--- src/rtl/ecc_90_enc_fault_detc.sv ---
// ecc_90_cal: SEC-DED (extended Hamming) calculator for 90-bit words.
//   Encode side: parity_out carries the 8 check bits of data_in
//   (bits [6:0] Hamming, bit [7] overall parity over data and Hamming bits).
//   Decode side: compares against parity_in, flags single/double errors and
//   corrects a single flipped data bit on data_out. bypass disables detection.
// Ports:
//   data_in    [89:0] word to encode / received data
//   parity_in  [7:0]  received check bits (tie to 0 when only encoding)
//   bypass            1 = no detection or correction
//   data_out   [89:0] corrected data
//   parity_out [7:0]  freshly generated check bits of data_in
//   sbit_err          single-bit error detected (and corrected if in data)
//   dbit_err          uncorrectable double-bit error detected
//
// ecc_90_enc_fault_detc: write-side encoder with lockstep fault detection.
//   Two ecc_90_cal instances encode each word; a disagreement is reported as
//   ecc_fault alongside the word. One output register plus a skid entry form
//   a valid/ready stage. A one-shot injector can corrupt one codeword so the
//   read-side decoder error paths can be exercised.
// Ports:
//   clk, rst_n                     clock, async active-low reset
//   ecc_fault_detc_en              enables lockstep compare / fault reporting
//   in_valid, in_ready, data_in    input handshake and raw data
//   out_valid, out_ready           output handshake
//   data_out, parity_out           codeword, after any injection
//   ecc_fault                      lockstep mismatch for the presented word
//   fault_sticky, fault_cnt        fault status, cleared by fault_clr
//   fault_clr                      clear pulse for sticky flag and counter
//   inj_arm, inj_mode, inj_pos     injector arm pulse and settings
//   inj_done                       pulse when an armed injection is consumed

module ecc_90_cal (
  input  logic [89:0] data_in,
  input  logic [7:0]  parity_in,
  input  logic        bypass,
  output logic [89:0] data_out,
  output logic [7:0]  parity_out,
  output logic        sbit_err,
  output logic        dbit_err
);
  localparam int DW   = 90;
  localparam int HW   = 7;
  localparam int NPOS = DW + HW;

  // Data bits occupy the non-power-of-two positions 1..NPOS of the Hamming
  // codeword, in ascending order. Hamming bit i covers every position whose
  // index has bit i set.
  function automatic logic [DW-1:0] cover_mask(input int bit_idx);
    logic [DW-1:0] m;
    int k;
    m = '0;
    k = 0;
    for (int p = 1; p <= NPOS; p++) begin
      if ((p & (p - 1)) != 0) begin
        if (((p >> bit_idx) & 1) != 0) m = m | (DW'(1) << k);
        k++;
      end
    end
    return m;
  endfunction

  function automatic logic [HW-1:0] data_pos(input int idx);
    logic [HW-1:0] r;
    int k;
    r = '0;
    k = 0;
    for (int p = 1; p <= NPOS; p++) begin
      if ((p & (p - 1)) != 0) begin
        if (k == idx) r = HW'(p);
        k++;
      end
    end
    return r;
  endfunction

  logic [HW-1:0] ham;
  logic [HW-1:0] syn;
  logic          overall;

  for (genvar i = 0; i < HW; i++) begin : g_ham
    localparam logic [DW-1:0] MASK = cover_mask(i);
    assign ham[i] = ^(data_in & MASK);
  end

  assign parity_out = {(^data_in) ^ (^ham), ham};

  assign syn      = ham ^ parity_in[HW-1:0];
  assign overall  = (^data_in) ^ (^parity_in);
  // Odd overall parity means one flipped bit; even parity with a non-zero
  // syndrome means two.
  assign sbit_err = ~bypass & overall;
  assign dbit_err = ~bypass & ~overall & (syn != '0);

  for (genvar j = 0; j < DW; j++) begin : g_fix
    localparam logic [HW-1:0] POS = data_pos(j);
    assign data_out[j] = data_in[j] ^ (sbit_err & (syn == POS));
  end

endmodule

module ecc_90_enc_fault_detc #(
  parameter int DATA_WIDTH   = 90,
  parameter int PARITY_WIDTH = 8,
  parameter int CNT_WIDTH    = 8
) (
  input  logic                    clk,
  input  logic                    rst_n,
  input  logic                    ecc_fault_detc_en,
  input  logic                    in_valid,
  output logic                    in_ready,
  input  logic [DATA_WIDTH-1:0]   data_in,
  output logic                    out_valid,
  input  logic                    out_ready,
  output logic [DATA_WIDTH-1:0]   data_out,
  output logic [PARITY_WIDTH-1:0] parity_out,
  output logic                    ecc_fault,
  output logic                    fault_sticky,
  output logic [CNT_WIDTH-1:0]    fault_cnt,
  input  logic                    fault_clr,
  input  logic                    inj_arm,
  input  logic [1:0]              inj_mode,
  input  logic [6:0]              inj_pos,
  output logic                    inj_done
);
  localparam int CW_WIDTH = DATA_WIDTH + PARITY_WIDTH;

  logic [PARITY_WIDTH-1:0] par0;
  logic [PARITY_WIDTH-1:0] par1;
  logic                    mis;
  logic                    accept;

  logic [DATA_WIDTH-1:0]   enc0_unused_data;
  logic [DATA_WIDTH-1:0]   enc1_unused_data;
  logic                    enc0_unused_sbit;
  logic                    enc0_unused_dbit;
  logic                    enc1_unused_sbit;
  logic                    enc1_unused_dbit;

  logic                    skid_valid;
  logic [DATA_WIDTH-1:0]   skid_data;
  logic [PARITY_WIDTH-1:0] skid_par;
  logic                    skid_fault;

  logic                    inj_armed;
  logic [1:0]              inj_mode_q;
  logic [6:0]              inj_pos_q;
  logic [CW_WIDTH-1:0]     flip_a;
  logic [CW_WIDTH-1:0]     flip_b;
  logic [CW_WIDTH-1:0]     flip_mask;
  logic [CW_WIDTH-1:0]     code_new;
  logic [DATA_WIDTH-1:0]   new_data;
  logic [PARITY_WIDTH-1:0] new_par;

  ecc_90_cal u_enc0 (
    .data_in    (data_in),
    .parity_in  (8'h00),
    .bypass     (1'b0),
    .data_out   (enc0_unused_data),
    .parity_out (par0),
    .sbit_err   (enc0_unused_sbit),
    .dbit_err   (enc0_unused_dbit)
  );

  ecc_90_cal u_enc1 (
    .data_in    (data_in),
    .parity_in  (8'h00),
    .bypass     (1'b0),
    .data_out   (enc1_unused_data),
    .parity_out (par1),
    .sbit_err   (enc1_unused_sbit),
    .dbit_err   (enc1_unused_dbit)
  );

  // in_ready comes straight from a register, so out_ready never reaches it
  // combinationally.
  assign in_ready = ~skid_valid;
  assign accept   = in_valid & in_ready;
  assign mis      = (par0 != par1) & ecc_fault_detc_en;

  // Corruption lands after encoding and after the lockstep compare, so the
  // injected word never registers as a lockstep fault. The second flip of a
  // double-bit injection wraps from the last parity bit to data bit 0.
  always_comb begin
    flip_a = '0;
    flip_b = '0;
    if (inj_pos_q < 7'(CW_WIDTH)) begin
      flip_a = CW_WIDTH'(1) << inj_pos_q;
      if (inj_pos_q == 7'(CW_WIDTH - 1)) flip_b = CW_WIDTH'(1);
      else                               flip_b = CW_WIDTH'(1) << (inj_pos_q + 7'd1);
    end
    flip_mask = '0;
    if (inj_armed) begin
      case (inj_mode_q)
        2'b01:   flip_mask = flip_a;
        2'b10:   flip_mask = flip_a | flip_b;
        default: flip_mask = '0;
      endcase
    end
  end

  assign code_new = {par0, data_in} ^ flip_mask;
  assign new_data = code_new[DATA_WIDTH-1:0];
  assign new_par  = code_new[CW_WIDTH-1:DATA_WIDTH];

  // Output register refills from the skid entry first to keep words in
  // order; the skid entry only captures while the output is stalled.
  always_ff @(posedge clk or negedge rst_n) begin
    if (!rst_n) begin
      out_valid  <= 1'b0;
      data_out   <= '0;
      parity_out <= '0;
      ecc_fault  <= 1'b0;
      skid_valid <= 1'b0;
      skid_data  <= '0;
      skid_par   <= '0;
      skid_fault <= 1'b0;
    end else begin
      if (!out_valid || out_ready) begin
        if (skid_valid) begin
          out_valid  <= 1'b1;
          data_out   <= skid_data;
          parity_out <= skid_par;
          ecc_fault  <= skid_fault;
          skid_valid <= 1'b0;
        end else if (accept) begin
          out_valid  <= 1'b1;
          data_out   <= new_data;
          parity_out <= new_par;
          ecc_fault  <= mis;
        end else begin
          out_valid  <= 1'b0;
        end
      end else if (accept) begin
        skid_valid <= 1'b1;
        skid_data  <= new_data;
        skid_par   <= new_par;
        skid_fault <= mis;
      end
    end
  end

  // A fault arriving with fault_clr restarts the count at one rather than
  // being lost.
  always_ff @(posedge clk or negedge rst_n) begin
    if (!rst_n) begin
      fault_sticky <= 1'b0;
      fault_cnt    <= '0;
    end else if (accept && mis) begin
      fault_sticky <= 1'b1;
      if (fault_clr)                             fault_cnt <= CNT_WIDTH'(1);
      else if (fault_cnt != {CNT_WIDTH{1'b1}})   fault_cnt <= fault_cnt + CNT_WIDTH'(1);
    end else if (fault_clr) begin
      fault_sticky <= 1'b0;
      fault_cnt    <= '0;
    end
  end

  // An arm in the same cycle as an acceptance applies to the following word;
  // the current word consumes whatever was armed before.
  always_ff @(posedge clk or negedge rst_n) begin
    if (!rst_n) begin
      inj_armed  <= 1'b0;
      inj_mode_q <= 2'b00;
      inj_pos_q  <= '0;
      inj_done   <= 1'b0;
    end else begin
      inj_done <= accept & inj_armed;
      if (inj_arm) begin
        inj_armed  <= 1'b1;
        inj_mode_q <= inj_mode;
        inj_pos_q  <= inj_pos;
      end else if (accept) begin
        inj_armed  <= 1'b0;
      end
    end
  end

endmodule
--- config.mk ---
export PLATFORM = sky130hd
export DESIGN_NAME = ecc_90_enc_fault_detc
export DESIGN_NICKNAME = d
export VERILOG_FILES = /design/src/rtl/ecc_90_enc_fault_detc.sv
export SDC_FILE = /design/constraint.sdc
export NUM_CORES = 1
export LEC_CHECK = 0
export CAP_MARGIN = 10
export CORE_MARGIN = 3
export CORE_UTILIZATION = 55
export CTS_CLUSTER_SIZE = 25
export DETAILED_ROUTE_END_ITERATION = 7
export HOLD_SLACK_MARGIN = 0.03
export PLACE_DENSITY = 0.82
export SLEW_MARGIN = 20
export SYNTH_ARGS = -nofsm -noshare
export SYNTH_HDL_FRONTEND = slang
export SYNTH_SLANG_ARGS = --single-unit
--- constraint.sdc ---
create_clock -name clk -period 3.9 [get_ports clk]
set_clock_uncertainty 0.15 [all_clocks]
set_input_delay 0.78 -clock clk [delete_from_list [all_inputs] [get_ports clk]]
set_output_delay 0.78 -clock clk [all_outputs]
set_load 0.02 [all_outputs]
==> run_results.csv <==
group,metric,value,unit
logic_synthesis,synth_largest_area_cell,"dfrtp_1",
global_routing,track_usage,0.3566,
global_routing,antenna_found_initial,0,
cells_and_area,antenna_cells,0,
die,placeableCoreArea,23610,um^2
clock_tree,cts_htree_levels,1,
die,die-height,161.4,um
critical_path,cp_max_fo,2,
placed_design,post-dp-hpwl,35.48,mm
logic_synthesis,syn_inst,1522,
logic_synthesis,ys_dominant_reg_cell,"dfrtp_1",
critical_path,critical-path-max-stage-delay,500,ps
clock_tree,worst_skew_late_latency,540,ps
route,route.detailed.drc,0,
placed_design,io_buffers,204,
placed_design,pre_cts_slack,-101.4,ps
critical_path,endpoint_kind,"flip-flop",
timing,tightestPinTransition,926.3,ps
critical_path,startpoint_type,"primary input",
power,power.density,536.8,nW/um^2
timing,hold_viol_final,0,
timing,timing.final.crit_share,0.8901,
critical_path,crit_chain,"clkdlybuf4s50_1 -> xor2_1 -> xnor3_2 -> xnor3_2 -> xnor3_2 -> xnor3_1 -> xnor3_1 -> nand2_1 -> a31oi_1",
clock_tree,clock_sink_count,209,
cells_and_area,area_growth,26.70,%
logic_synthesis,number_of_synthesized_flops_with_an_enable_pin,0,
cells_and_area,fillerInstances,1754,
power,maximum_resistive_drop_on_vdd,0.0004261,V
critical_path,r2r-start,"inj_pos_q[2]",
die,die_w,161.4,um
logic_synthesis,postSynthRegisterBits,209,
timing,layout_setup_ws,428.7,ps
logic_synthesis,top_cell_types_by_occurrence_after_synthesis,"nand2_1, dfrtp_1, xnor2_1",
critical_path,regToRegSetupSlack,530,ps
logic_synthesis,synth_largest_type_area_fraction,0.3939,
global_routing,grt_start_max_net_pins,98,
power,report.power.total,9.030,mW
timing,totalNegativeSetupSlack,0,ps
die,initial_core_util,0.5623,
global_routing,via_count_of_the_first_global_routing_pass,12300,
cells_and_area,utilization,0.7124,
timing,setup_viol_count_final,0,
critical_path,timing.reg2reg.worst_path_depth,9,
timing,finalCriticalPeriod,3471,ps
clock_tree,clk_path_buf_depth,3,
clock_tree,cts_tree,"yes",
run,timing.max_cap.violations,0,
route,vias,12420,
critical_path,worst-endpoint-arrival,3770,ps
route,antenna_violating_nets_post_route,0,
logic_synthesis,synth_cell_type_count,52,
clock_tree,ctsResizeCount,0,
critical_path,cp.required,4200,ps
die,num_rows,56,
timing,slew_headroom,0.3825,
critical_path,worst-setup-path-type,"primary input to flip-flop",
timing,clock.fmax,0.2881,GHz
logic_synthesis,synth.cell_area,13280,um^2
global_routing,first_pass_grt_wire_length,71.79,mm
logic_synthesis,asyncSetResetFlopFracSynth,1.000,
logic_synthesis,ranking_of_synthesized_cells_by_area,"dfrtp_1, xnor2_1, nand2_1",
status,run_status,"finished, final reports clean",
die,die-area,26040,um^2
logic_synthesis,synthesis.area_per_instance,8.724,um^2
logic_synthesis,synthMostInstantiatedCell,"nand2_1",
route,via_per_inst,6.001,
route,wirelength,47.77,mm
critical_path,cp_common_cell,"xnor3_2",
logic_synthesis,ys_warn_count,0,
route,drt_first_pass_iters,6,
global_routing,grt.overflow.total,0,
critical_path,critical_path.slowest_cell,"xnor3_2",
cells_and_area,layout-drive-gt1-share,0.08738,
timing,grt_setup_unrepaired,"no",
critical_path,critical_path.reg2reg.endpoint,"data_out[46]",
timing,timing.final.max_slew_violations,0,
clock_tree,ctsRootBufferMaster,"clkbuf_16",
clock_tree,clk_pin_slew_worst_paths,60,ps
clock_tree,cts_setup_buffers,0,
worst_hold_path,hold_path.class,"primary input to async pin",
placed_design,globalplace.congestion,1.007,
clock_tree,cts_made_buffers,23,
power,static-leakage-power,7.278,nW
route,post_drt_wl_per_cell,23.08,um
clock_tree,cts.hold.buffers_added,0,
route,drt-initial-drc-count,1291,
logic_synthesis,synth_sequential_area_ratio,0.3939,
cells_and_area,nets,1846,
die,boundaryPins,217,
==> layout make-up <==
class,instances,area (um^2),area share
multi-input combinational,1210,7636,0.4539
sequential,209,5230,0.3109
clock buffer,33,683.2,0.04061
inverter,7,28.78,0.001711
clock inverter,7,83.83,0.004983
tap,319,399.1,0.02373
timing repair buffer,285,2761,0.1642
==> where the power goes <==
| part | internal (mW) | switching (mW) | total, mW |
|---|---|---|---|
| combinational | 1.85 | 2.00 | 3.85 |
| sequential | 2.65 | 0.294 | 2.95 |
| clock | 1.29 | 0.940 | 2.23 |
| total | 5.79 | 3.24 | 9.03 |
==> flip-flops by register name (all words and copies together), names as in the netlist <==
signal	flops
inj_done	1
inj_pos_q	7
skid_data	90
out_valid	1
inj_armed	1
data_out	90
inj_mode_q	2
parity_out	8
skid_valid	1
skid_par	8
==> metrics by stage <==
stage | cells | instance area, um^2 | hold WS, ps
final | 2070 | 16820 | 150.3
after global placement | 2029 | 16030 | 301.6
after floorplan | 1531 | 13310 | 290.4
after global routing | 2070 | 16820 | 216.4
after CTS | 2069 | 16790 | 194.0
after detailed placement | 2029 | 16030 | 307.5
==> logic make-up after synthesis <==
logic type | Yosys count | synth area share
AOI/OAI and AO/OA | 308 | 0.1479
xor gates and xnor gates | 261 | 0.2004
adders and majority gates | 4 | 0.003769
buffers and inverters | 112 | 0.03515
DFF | 209 | 0.3939
muxes | 59 | 0.04655
other | 1 | 0.0002824
and+or+nand+nor | 568 | 0.1721
==> layer usage <==
metal,GRT usage,up-vias,share of wire
met1,0.4906,6104,0.41
li1,-,5560,-
met5,0,-,0
met4,0.1068,0,0.037
met2,0.5861,643,0.48
met3,0.05745,115,0.080
==> critical path: cells and delay by family <==
kind | cells | cell delay [ps]
and+or+nand+nor | 1 | 60
xor gates and xnor gates | 6 | 2240
AOI/OAI and AO/OA | 1 | 190
buffers and inverters | 1 | 490
==> placed cells by master (no fill, tap or decap), types with 24 or more instances in the layout <==
master           instances
a211oi_1                27
a21o_1                  29
o21ai_0                126
xnor3_1                 24
nor2_1                 141
dfrtp_1                209
nand2_1                353
a21oi_1                 31
xnor2_1                169
buf_4                   73
o32ai_1                 25
clkdlybuf4s50_1        203
xor2_1                  65
mux2i_1                 37
==> worst max path at each step <==
stage / start / endpoint / slack, ps / depth (start not counted)
6_report: data_in[49] / parity_out[7] / 430 / 9
5_1_grt: inj_pos_q[1] / data_out[40] / 190 / 11
4_1_cts: data_in[49] / parity_out[7] / 440 / 9
3_5_place_dp: data_in[49] / parity_out[7] / -100 / 9
3_3_place_gp: data_in[49] / parity_out[7] / 1 / 9
2_1_floorplan: inj_pos_q[2] / parity_out[7] / 580 / 13
Note: power is estimated with default switching activity, not from simulation.
